--- config.mk ---
export PLATFORM = sky130hd
export DESIGN_NAME = fp16_lcd_formatter
export DESIGN_NICKNAME = d
export VERILOG_FILES = /design/src/rtl/fp16_lcd_pkg.sv /design/src/rtl/hex_to_ascii.sv /design/src/rtl/fp16_lcd_formatter.sv
export SDC_FILE = /design/constraint.sdc
export NUM_CORES = 1
export LEC_CHECK = 0
export ABC_AREA = 1
export ABC_CLOCK_PERIOD_IN_PS = 3200
export CELL_PAD_IN_SITES_DETAIL_PLACEMENT = 0
export CELL_PAD_IN_SITES_GLOBAL_PLACEMENT = 1
export CORE_ASPECT_RATIO = 0.8
export CORE_UTILIZATION = 37
export DETAILED_ROUTE_END_ITERATION = 7
export GPL_ROUTABILITY_DRIVEN = 0
export PLACE_DENSITY = 0.87
export SLEW_MARGIN = 10
export SYNTH_ARGS = -nofsm -noshare
export SYNTH_HDL_FRONTEND = slang
export SYNTH_HIERARCHICAL = 1
export SYNTH_SLANG_ARGS = --single-unit
export TNS_END_PERCENT = 100
--- constraint.sdc ---
create_clock -name clk -period 3.2 [get_ports clk]
set_input_delay 0.64 -clock clk [delete_from_list [all_inputs] [get_ports clk]]
set_output_delay 0.64 -clock clk [all_outputs]
set_load 0.02 [all_outputs]
--- src/rtl/fp16_lcd_pkg.sv ---
// rtl/fp16_lcd_pkg.sv - shared state type, frame geometry and ASCII constants for fp16_lcd_formatter
package fp16_lcd_pkg;

   typedef enum logic {
      ST_IDLE = 1'b0,
      ST_SEND = 1'b1
   } lcd_state_t;

   localparam logic [7:0] LINE1_ADDR  = 8'h80;
   localparam logic [7:0] LINE2_ADDR  = 8'hC0;
   localparam int         FRAME_BEATS = 34;
   localparam logic [5:0] LAST_BEAT   = 6'(FRAME_BEATS - 1);

   localparam logic [7:0] ASCII_SPACE   = 8'h20;
   localparam logic [7:0] ASCII_EQUALS  = 8'h3D;
   localparam logic [7:0] ASCII_PLUS    = 8'h2B;
   localparam logic [7:0] ASCII_MINUS   = 8'h2D;
   localparam logic [7:0] ASCII_ZERO    = 8'h30;
   localparam logic [7:0] ASCII_A       = 8'h41;
   localparam logic [7:0] ASCII_B       = 8'h42;
   localparam logic [7:0] ASCII_R       = 8'h52;
   localparam logic [7:0] ASCII_LOWER_A = 8'h61;

endpackage

--- src/rtl/hex_to_ascii.sv ---
// rtl/hex_to_ascii.sv - combinational nibble to ASCII hex digit
// Ports:
//   nibble : 4-bit value 0..15
//   ascii  : '0'-'9', then 'A'-'F' (LOWER_HEX=0) or 'a'-'f' (LOWER_HEX=1)
module hex_to_ascii
   import fp16_lcd_pkg::*;
#(
   parameter int LOWER_HEX = 0
) (
   input  logic [3:0] nibble,
   output logic [7:0] ascii
);

   always_comb begin
      if (nibble < 4'd10) begin
         ascii = ASCII_ZERO + {4'h0, nibble};
      end else if (LOWER_HEX != 0) begin
         ascii = ASCII_LOWER_A - 8'd10 + {4'h0, nibble};
      end else begin
         ascii = ASCII_A - 8'd10 + {4'h0, nibble};
      end
   end

endmodule

--- src/rtl/fp16_lcd_formatter.sv ---
// rtl/fp16_lcd_formatter.sv - renders an FP16 add/sub equation as a 34-beat two-line LCD frame
// Ports:
//   clk, reset        : rising-edge clock, synchronous active-high reset
//   start             : one-cycle frame request (ignored while busy)
//   operation         : 0 add ('+'), 1 subtract ('-')
//   A, B, R           : FP16 operand/result bit patterns, snapshotted at start
//   char_data         : ASCII character or LCD command byte of the current beat
//   char_is_cmd       : char_data is a command (RS=0)
//   char_valid/ready  : beat handshake with the downstream LCD driver
//   busy              : frame in progress
//   done              : one-cycle pulse after the last beat is accepted
module fp16_lcd_formatter
   import fp16_lcd_pkg::*;
#(
   parameter int LOWER_HEX = 0
) (
   input  logic        clk,
   input  logic        reset,
   input  logic        start,
   input  logic        operation,
   input  logic [15:0] A,
   input  logic [15:0] B,
   input  logic [15:0] R,
   output logic [7:0]  char_data,
   output logic        char_is_cmd,
   output logic        char_valid,
   input  logic        char_ready,
   output logic        busy,
   output logic        done
);

   lcd_state_t  state_q, state_d;
   logic [5:0]  beat_q;
   logic [15:0] snap_a, snap_b, snap_r;
   logic        snap_op;

   logic        accept;
   logic        last_accept;
   logic [5:0]  render_beat;
   logic [3:0]  nibble;
   logic [7:0]  hex_char;
   logic [7:0]  char_d;
   logic        cmd_d;

   assign accept      = char_valid && char_ready;
   assign last_accept = (state_q == ST_SEND) && accept && (beat_q == LAST_BEAT);
   assign busy        = (state_q == ST_SEND);

   // The output stage is loaded with the beat that will be shown next:
   // beat 0 when a frame starts, otherwise the one after the current beat.
   assign render_beat = (state_q == ST_SEND) ? beat_q + 6'd1 : 6'd0;

   always_ff @(posedge clk) begin
      if (reset) begin
         state_q <= ST_IDLE;
      end else begin
         state_q <= state_d;
      end
   end

   always_comb begin
      state_d = state_q;
      case (state_q)
         ST_IDLE: if (start) state_d = ST_SEND;
         ST_SEND: if (last_accept) state_d = ST_IDLE;
         default: state_d = ST_IDLE;
      endcase
   end

   always_comb begin
      nibble = 4'h0;
      case (render_beat)
         6'd3:    nibble = snap_a[15:12];
         6'd4:    nibble = snap_a[11:8];
         6'd5:    nibble = snap_a[7:4];
         6'd6:    nibble = snap_a[3:0];
         6'd10:   nibble = snap_b[15:12];
         6'd11:   nibble = snap_b[11:8];
         6'd12:   nibble = snap_b[7:4];
         6'd13:   nibble = snap_b[3:0];
         6'd20:   nibble = snap_r[15:12];
         6'd21:   nibble = snap_r[11:8];
         6'd22:   nibble = snap_r[7:4];
         6'd23:   nibble = snap_r[3:0];
         default: nibble = 4'h0;
      endcase
   end

   hex_to_ascii #(.LOWER_HEX(LOWER_HEX)) u_hex (
      .nibble (nibble),
      .ascii  (hex_char)
   );

   always_comb begin
      char_d = ASCII_SPACE;
      cmd_d  = 1'b0;
      case (render_beat)
         6'd0: begin
            char_d = LINE1_ADDR;
            cmd_d  = 1'b1;
         end
         6'd1:                      char_d = ASCII_A;
         6'd8:                      char_d = ASCII_B;
         6'd18:                     char_d = ASCII_R;
         6'd2, 6'd9, 6'd19:         char_d = ASCII_EQUALS;
         6'd3, 6'd4, 6'd5, 6'd6,
         6'd10, 6'd11, 6'd12, 6'd13,
         6'd20, 6'd21, 6'd22, 6'd23: char_d = hex_char;
         6'd16:                     char_d = snap_op ? ASCII_MINUS : ASCII_PLUS;
         6'd17: begin
            char_d = LINE2_ADDR;
            cmd_d  = 1'b1;
         end
         default:                   char_d = ASCII_SPACE;
      endcase
   end

   always_ff @(posedge clk) begin
      if (reset) begin
         beat_q      <= 6'd0;
         snap_a      <= 16'h0000;
         snap_b      <= 16'h0000;
         snap_r      <= 16'h0000;
         snap_op     <= 1'b0;
         char_data   <= 8'h00;
         char_is_cmd <= 1'b0;
         char_valid  <= 1'b0;
         done        <= 1'b0;
      end else begin
         done <= 1'b0;
         case (state_q)
            ST_IDLE: begin
               if (start) begin
                  snap_a      <= A;
                  snap_b      <= B;
                  snap_r      <= R;
                  snap_op     <= operation;
                  beat_q      <= 6'd0;
                  char_data   <= char_d;
                  char_is_cmd <= cmd_d;
                  char_valid  <= 1'b1;
               end
            end
            ST_SEND: begin
               if (accept) begin
                  if (beat_q == LAST_BEAT) begin
                     beat_q      <= 6'd0;
                     char_data   <= 8'h00;
                     char_is_cmd <= 1'b0;
                     char_valid  <= 1'b0;
                     done        <= 1'b1;
                  end else begin
                     beat_q      <= render_beat;
                     char_data   <= char_d;
                     char_is_cmd <= cmd_d;
                  end
               end
            end
            default: char_valid <= 1'b0;
         endcase
      end
   end

endmodule

==> metrics.yaml, run 1 <==
outcome: "complete, no violations"
hpwl_um: 6850
cp-start-kind: "register"
insertion_delay_ns: 0.34
worstMarginPinSlew_ns: 0.710
ys_seq_area_share_pct: 38.7
firstDrtPassIters: 5
rows: 31
skew_ns: 0.00897
path_clk_slew_ns: 0.05
synth.net_count: 562
clock_sink_count: 67
syn_area_per_cell_sq_um: 6.84
min_period_over_period_pct: 92.3
n_antenna_cell: 0
grt_pass1_vias: 3181
cts_buffers: 9
chipHeight_um: 88.5
critical_path_class: "register to register"
areaGrowthSynthToFinish_pct: 31.4
vias_per_cell: 5.02
critPathCaptureType: "register"
drive_above_1_share_pct: 11.0
fillers: 931
worst_r2r_endpoint: "char_data[1]$_SDFFE_PP0P_"
grt_max_degree: 36
layout_commonest_cell: "nand2_1"
rr_startpoint: "beat_q[0]$_SDFFE_PP0P_"
grt_pass1_wl_um: 15000
finalWirelength_um: 9220
fin_nets: 622
hold_path_end: "snap_b[15]$_SDFFE_PP0P_"
worst_slack_ns: 0.245
final_hold_viol_count: 0
slew_headroom_pct: 52.6
rsz0062_at_grt: "no"
first_iter_violations: 208
power_leakage_nw: 1.87
htreeDepth: 3
synth-seq-cells: 67
maxCapViolCount: 0
fp.dieW_um: 110
hp-start: "snap_b[15]$_SDFFE_PP0P_"
hp-class: "register to register"
start_util_pct: 38.1
holdBufCountCts: 0
core_sq_mm: 0.00908
reg2reg_depth: 18
dieArea_sq_mm: 0.00975
wl_per_cell_um: 13.4
dr_total_vias: 3442
antenna_found_initial: 0
place.port_buffers: 64
critical_path_required_ns: 3.48
cts_tree: "done"
groute.usage.overall_pct: 20.1
max_freq_mhz: 338
yosys_warnings: 6
min_path_cells: 2
final_cell_mix: "nand2_1 (87), nor2_1 (86), dfxtp_1 (65)"
setup_viol: 0
drc: 0
max-vdd-ir-drop_v: 0.000368
syn_inst: 506
dp_slack_ns: 0.0965
antenna_left: 0
fin_crit_ns: 2.96
gr-total-overflow: 0
power_density_mw_per_mm2: 503
cp_max_fo: 24
tns_ns: 0
ios: 65
syn-cell-area_sq_mm: 0.00346
rrSetupSlack_ns: 0.24
drv_slew: 0
cts_root_buf: "clkbuf_16"
clockBufferDepth: 2
worstPathArrival_ns: 3.23
synth_cell_types: 35
through the flow:
stage	hold slack [ns]	cells	util, %	instance area [sq um]	total power, W
finish	0.461	686	50.1	4550	0.00229
global route	0.493	686	50.1	4550	0.00238
CTS	0.462	685	49.9	4530	0.00230
detailed placement	0.456	669	46.3	4200	0.00123
global placement	0.452	669	46.3	4200	0.00122
floorplan	0.425	506	-	3460	0.00110
per-layer routing:
layer	vias up	wire length [um]	share of wire, %	global-route usage (%)
met3	10	507	5.5	6.11
met5	-	0	0	0
met4	0	109	1.2	5.86
met1	1565	4510	49	26.0
li1	1785	-	-	-
met2	82	4100	44	32.3
critical path, cell delays in order, from the launching register on:
cell and delay (ns):
dfxtp_2 0.43, ha_2 0.27, nand3_1 0.09, nand2_1 0.12
nand2_1 0.07, nand3_2 0.13, nand2_4 0.18, nand3_1 0.21
inv_1 0.08, a221oi_1 0.30, nand3_1 0.16, inv_1 0.12
ha_1 0.23, nand3b_1 0.15, nand2_1 0.07, nand2_1 0.05
nand2_1 0.06, nand2_1 0.06, a21oi_2 0.11
kinds of logic (layout without fill, tap and decap cells):
kind of cell / count (synthesis) / count (layout) / share of synthesized area [%]
AOI/OAI and AO/OA: 114 / 114 / 18.7
adders and majority gates: 3 / 3 / 1.08
buffers and inverters: 73 / 138 / 9.03
DFF: 67 / 67 / 38.7
other: 1 / 1 / 0.108
and+or+nand+nor: 248 / 248 / 32.3
cells in the mapped netlist:
master     instances  share of area [%]
clkinv_1           1               0.11
a21oi_1           31                4.5
or2_2              1               0.18
nor2_1            86                9.3
nand3_1           42                6.1
ha_1               3                1.1
nand4_1            5               0.90
nor2_4             6                2.0
nand2_4            1               0.33
nand3b_1           1               0.22
o2111ai_1          1               0.25
a221oi_1           2               0.51
a21oi_2            4                1.0
buf_4              3               0.65
a31oi_1            7                1.3
buf_6              3               0.98
buf_2              4               0.58
inv_1             43                4.7
dfxtp_1           67                 39
a211oi_1           1               0.22
o22ai_1            2               0.36
nor2_2             7                1.3
inv_2              3               0.33
nand3_2            6                1.7
o311ai_0           1               0.25
nand2_2            2               0.36
o21ai_0           53                7.7
conb_1             1               0.11
o21ai_2            2               0.51
clkbuf_1          16                1.7
o21ai_1            1               0.14
nand2_1           88                9.5
o211ai_1           8                1.7
nor3_1             3               0.43
o21bai_2           1               0.33
what timing repair did:
item	4_1_cts	5_1_grt
gates resized for setup	0	5
hold endpoints to repair	0	0
endpoints found under the setup margin	0	6
buffers inserted	0	1
worst max path at each step:
stage	from	to	slack, ns	cells after the start
final	beat_q[0]$_SDFFE_PP0P_	char_data[1]$_SDFFE_PP0P_	0.24	18
after global routing	beat_q[0]$_SDFFE_PP0P_	char_data[1]$_SDFFE_PP0P_	0.02	18
after CTS	beat_q[0]$_SDFFE_PP0P_	char_data[1]$_SDFFE_PP0P_	0.06	18
after detailed placement	beat_q[0]$_SDFFE_PP0P_	char_data[1]$_SDFFE_PP0P_	0.1	18
after global placement	beat_q[0]$_SDFFE_PP0P_	char_data[1]$_SDFFE_PP0P_	0.22	18
after floorplan	beat_q[0]$_SDFFE_PP0P_	char_data[1]$_SDFFE_PP0P_	0.52	19
cell type report:
cell class              instances  area (sq um)  area share, %
well taps                     115           144           3.16
multi-input cells             366          1820           40.1
clock buffers                  11           243           5.34
repair buffers                 75           736           16.2
inverters                      47           176           3.88
flip-flops and latches         67          1340           29.5
clock inverters                 5          83.8           1.84
registers in the layout, indices dropped and copies added, names as in the netlist:
signal / count
snap_r: 16
busy: 1
beat_q: 6
snap_op: 1
done: 1
char_is_cmd: 1
char_valid: 1
char_data: 8
snap_b: 16
snap_a: 16
where the power goes:
part	internal, W	leakage, nW	switching, W	total [W]
Combinational	0.000130	1.16	0.000149	0.000279
Clock	0.000705	0.152	0.000369	0.00107
Sequential	0.000896	0.554	0.0000382	0.000934
Power figures use the tool's default switching activity.
==> run 2, diff against run 1 <==
--- a/config.mk
+++ b/config.mk
@@ -13,6 +13,7 @@
 export CORE_UTILIZATION = 37
 export DETAILED_ROUTE_END_ITERATION = 7
 export GPL_ROUTABILITY_DRIVEN = 0
+export GPL_TIMING_DRIVEN = 1
 export PLACE_DENSITY = 0.87
 export SLEW_MARGIN = 10
 export SYNTH_ARGS = -nofsm -noshare
==> results of run 2 <==
Same layout as run 1: the final DEF is identical, and so are final timing and power.
==> run 3, diff against run 2 <==
--- a/config.mk
+++ b/config.mk
@@ -5,12 +5,12 @@
 export SDC_FILE = /design/constraint.sdc
 export NUM_CORES = 1
 export LEC_CHECK = 0
-export ABC_AREA = 1
+export ABC_AREA = 0
 export ABC_CLOCK_PERIOD_IN_PS = 3200
 export CELL_PAD_IN_SITES_DETAIL_PLACEMENT = 0
 export CELL_PAD_IN_SITES_GLOBAL_PLACEMENT = 1
 export CORE_ASPECT_RATIO = 0.8
-export CORE_UTILIZATION = 37
+export CORE_UTILIZATION = 38
 export DETAILED_ROUTE_END_ITERATION = 7
 export GPL_ROUTABILITY_DRIVEN = 0
 export GPL_TIMING_DRIVEN = 1
==> run 3 against run 2 <==
- final area is 4.7% higher
- combinational power decreased by 19%
- count of clock-buffer cells in the layout decreased by 2
- critical path depth decreased by 5
- worst hold slack worse by 0.018 ns
- synthesized cell count decreased by 4.3%
- sequential share of layout area shrank 1.3 points
- cell count down 2.6%
- routed wire length increased by 7.9%
- setup slack worse by 0.066 ns
- global-route usage is 0.70 points higher
==> metrics.yaml, run 3 <==
rsz0062_at_grt: "no"
whs_ns: 0.442
clockBufferDepth: 2
grt_pass1_vias: 3346
fp.dieW_um: 111
drive_above_1_share_pct: 12.7
cp-startpoint: "beat_q[1]$_SDFFE_PP0P_"
outcome: "complete, no violations"
ios: 65
antenna_found_initial: 0
start_util_pct: 39.4
tns_ns: 0
slew_headroom_pct: 53.8
cp_max_fo: 7
synth-seq-cells: 67
rows: 31
drv_slew: 0
hp-start: "char_data[5]$_SDFFE_PP0P_"
clock_sink_count: 67
final_cell_area_sq_mm: 0.00476
vias_per_cell: 5.43
worst_slack_ns: 0.179
synth_top_area_share_pct: 37.4
n_antenna_cell: 0
synth.net_count: 540
cts_root_buf: "clkbuf_16"
post_cts_buffers: 0
grt_max_degree: 53
synth_common_cells: "nand2_1 (126), a21oi_1 (76), dfxtp_1 (67), nor2_1 (27), clkbuf_1 (23)"
cp_common_cell: "inv_1"
p_comb_share_pct: 10.3
cpLargestDelayFamily: "compound AO/OA/AOI/OAI gates"
syn_area_per_cell_sq_um: 7.42
async_flop_share_pct: 0
syn_inst: 484
synth_cell_types: 61
max-vdd-ir-drop_v: 0.000277
syn-cell-area_sq_mm: 0.00359
crit_chain: "inv_1 -> ha_2 -> mux2_2 -> a32oi_1 -> o22ai_1 -> a221oi_1 -> nand3_1 -> inv_1 -> ha_1 -> nand2_2 -> mux2_1 -> a21oi_1 -> a211oi_1"
power_leakage_nw: 1.71
dr_total_vias: 3630
synthFlopType: "dfxtp_1"
groute.usage.overall_pct: 20.8
chipHeight_um: 88.9
p_clk_share_pct: 48.6
hp-class: "register to register"
place_inst: 652
critPathCaptureType: "register"
layout_commonest_cell: "nand2_1"
hpwl_um: 7160
fin_nets: 604
power_density_mw_per_mm2: 461
cts_buffers: 9
areaGrowthSynthToFinish_pct: 32.7
fillers: 890
max_freq_mhz: 331
first_iter_violations: 283
maxCapViolCount: 0
htreeDepth: 3
hold_path_end: "char_data[5]$_SDFFE_PP0P_"
drc: 0
synth_area_leaders: "dfxtp_1 (37%), nand2_1 (13%), a21oi_1 (11%), nor2_1 (2.8%), clkbuf_1 (2.4%)"
dpl_cell_area_sq_mm: 0.00441
p_sw_w: 0.000525
antenna_left: 0
finalWirelength_um: 9950
largestRegisters: "snap_a (16), snap_b (16), snap_r (16)"
internal_power_w: 0.00167
dp_slack_ns: 0.109
path_clk_slew_ns: 0.06
setup_viol: 0
worstPathArrival_ns: 3.22
skew_ns: 0.00745
synth_edf_count: 0
slowest_delay_ns: 0.43
critical_path_required_ns: 3.40
worst_r2r_endpoint: "char_data[2]$_SDFFE_PP0P_"
crit_path_top_delay_cell: "ha_2"
crit_buf_inv: 2
dieArea_sq_mm: 0.00984
min_path_cells: 2
insertion_delay_ns: 0.33
gr-total-overflow: 0
rrSetupSlack_ns: 0.18
grt_pass1_wl_um: 16400
synth_most_common_cell: "nand2_1"
worstMarginPinSlew_ns: 0.692
final_hold_viol_count: 0
fin_crit_ns: 3.02
cp-start-kind: "register"
final_cells: 668
core_sq_mm: 0.00911
power_frac_seq_pct: 41.1
yosys_warnings: 6
reg2reg_depth: 13
critical_path_class: "register to register"
swShare_pct: 23.9
rr_startpoint: "beat_q[1]$_SDFFE_PP0P_"
ys_seq_area_share_pct: 37.4
final_cell_mix: "nand2_1 (126), a21oi_1 (76), dfxtp_1 (65)"
synth_top_area_cell: "dfxtp_1"
firstDrtPassIters: 5
cts_tree: "done"
min_period_over_period_pct: 94.4
place.port_buffers: 64
wl_per_cell_um: 14.9
[run 3: cell count changes in the layout (fill, tap and decap cells not counted), sizes merged, moves of 9 or more]
cell,change
buf,+16
nor2,-72
a21oi,+41
nand2b,+9
nand2,+36
inv,-41
nand3,-37
o21ai,-38
[run 3: logic make-up after synthesis]
logic type               count (synthesis)  synth area share, %
other                                    1                0.104
AO/OA/AOI/OAI                          146                 26.4
flip-flops                              67                 37.4
multiplexers                             9                 2.58
AND/OR/NAND/NOR                        212                 26.4
buffers and inverters                   42                 5.19
adder cells (fa/ha/maj)                  3                 1.05
XOR/XNOR                                 4                0.976
[run 3: cell type report]
class	count	area (sq um)	area share [%]
Multi-Input combinational cell	375	2100	44.1
Sequential cell	67	1340	28.2
Timing Repair Buffer	90	831	17.4
Clock buffer	9	225	4.73
Tap cell	115	144	3.02
Clock inverter	7	101	2.13
Inverter	5	18.8	0.394
[run 3: worst max path at each step]
stage	to	slack, ns	cells after the start
floorplan	char_data[2]$_SDFFE_PP0P_	0.12	16
global placement	char_data[2]$_SDFFE_PP0P_	0.22	14
detailed placement	char_data[2]$_SDFFE_PP0P_	0.11	13
CTS	char_data[2]$_SDFFE_PP0P_	0.05	14
global route	char_data[2]$_SDFFE_PP0P_	0.03	12
finish	char_data[2]$_SDFFE_PP0P_	0.18	13
[run 3: metal layers]
layer	vias up	wire length [um]	share of wire (%)	global-route usage, %
li1	1815	-	-	-
met1	1657	5030	51	29.1
met4	0	140	1.4	6.79
met5	-	0	0	0
met2	140	4040	41	31.2
met3	18	742	7.5	5.56
[run 3: worst register-to-register path, cell delays in order, from the launching register on]
cell	delay [ns]
dfxtp_1	0.39
inv_1	0.06
ha_2	0.43
mux2_2	0.36
a32oi_1	0.24
o22ai_1	0.15
a221oi_1	0.24
nand3_1	0.15
inv_1	0.09
ha_1	0.20
nand2_2	0.07
mux2_1	0.31
a21oi_1	0.13
a211oi_1	0.07
[run 3: power by group through the flow]
| stage | clock network (W) | registers [W] | logic, W |
|---|---|---|---|
| final | 0.00107 | 0.000904 | 0.000226 |
| after floorplan | 0 | 0.000916 | 0.000118 |
| after global placement | 0 | 0.000920 | 0.000222 |
| after detailed placement | 0 | 0.000921 | 0.000225 |
| after global routing | 0.00112 | 0.000909 | 0.000249 |
| after CTS | 0.00108 | 0.000903 | 0.000227 |
[run 3: per-stage QoR]
stage	utilization [%]	total power, W
after floorplan	-	0.00103
after global placement	48.3	0.00114
after detailed placement	48.3	0.00115
after CTS	51.9	0.00221
after global routing	52.3	0.00228
final	52.3	0.00220
[run 3: repair_timing]
action                                 CTS  global route
hold buffers                             0             0
setup endpoints to repair                0             6
resized for setup                        0             9
endpoints found under the hold margin    0             0
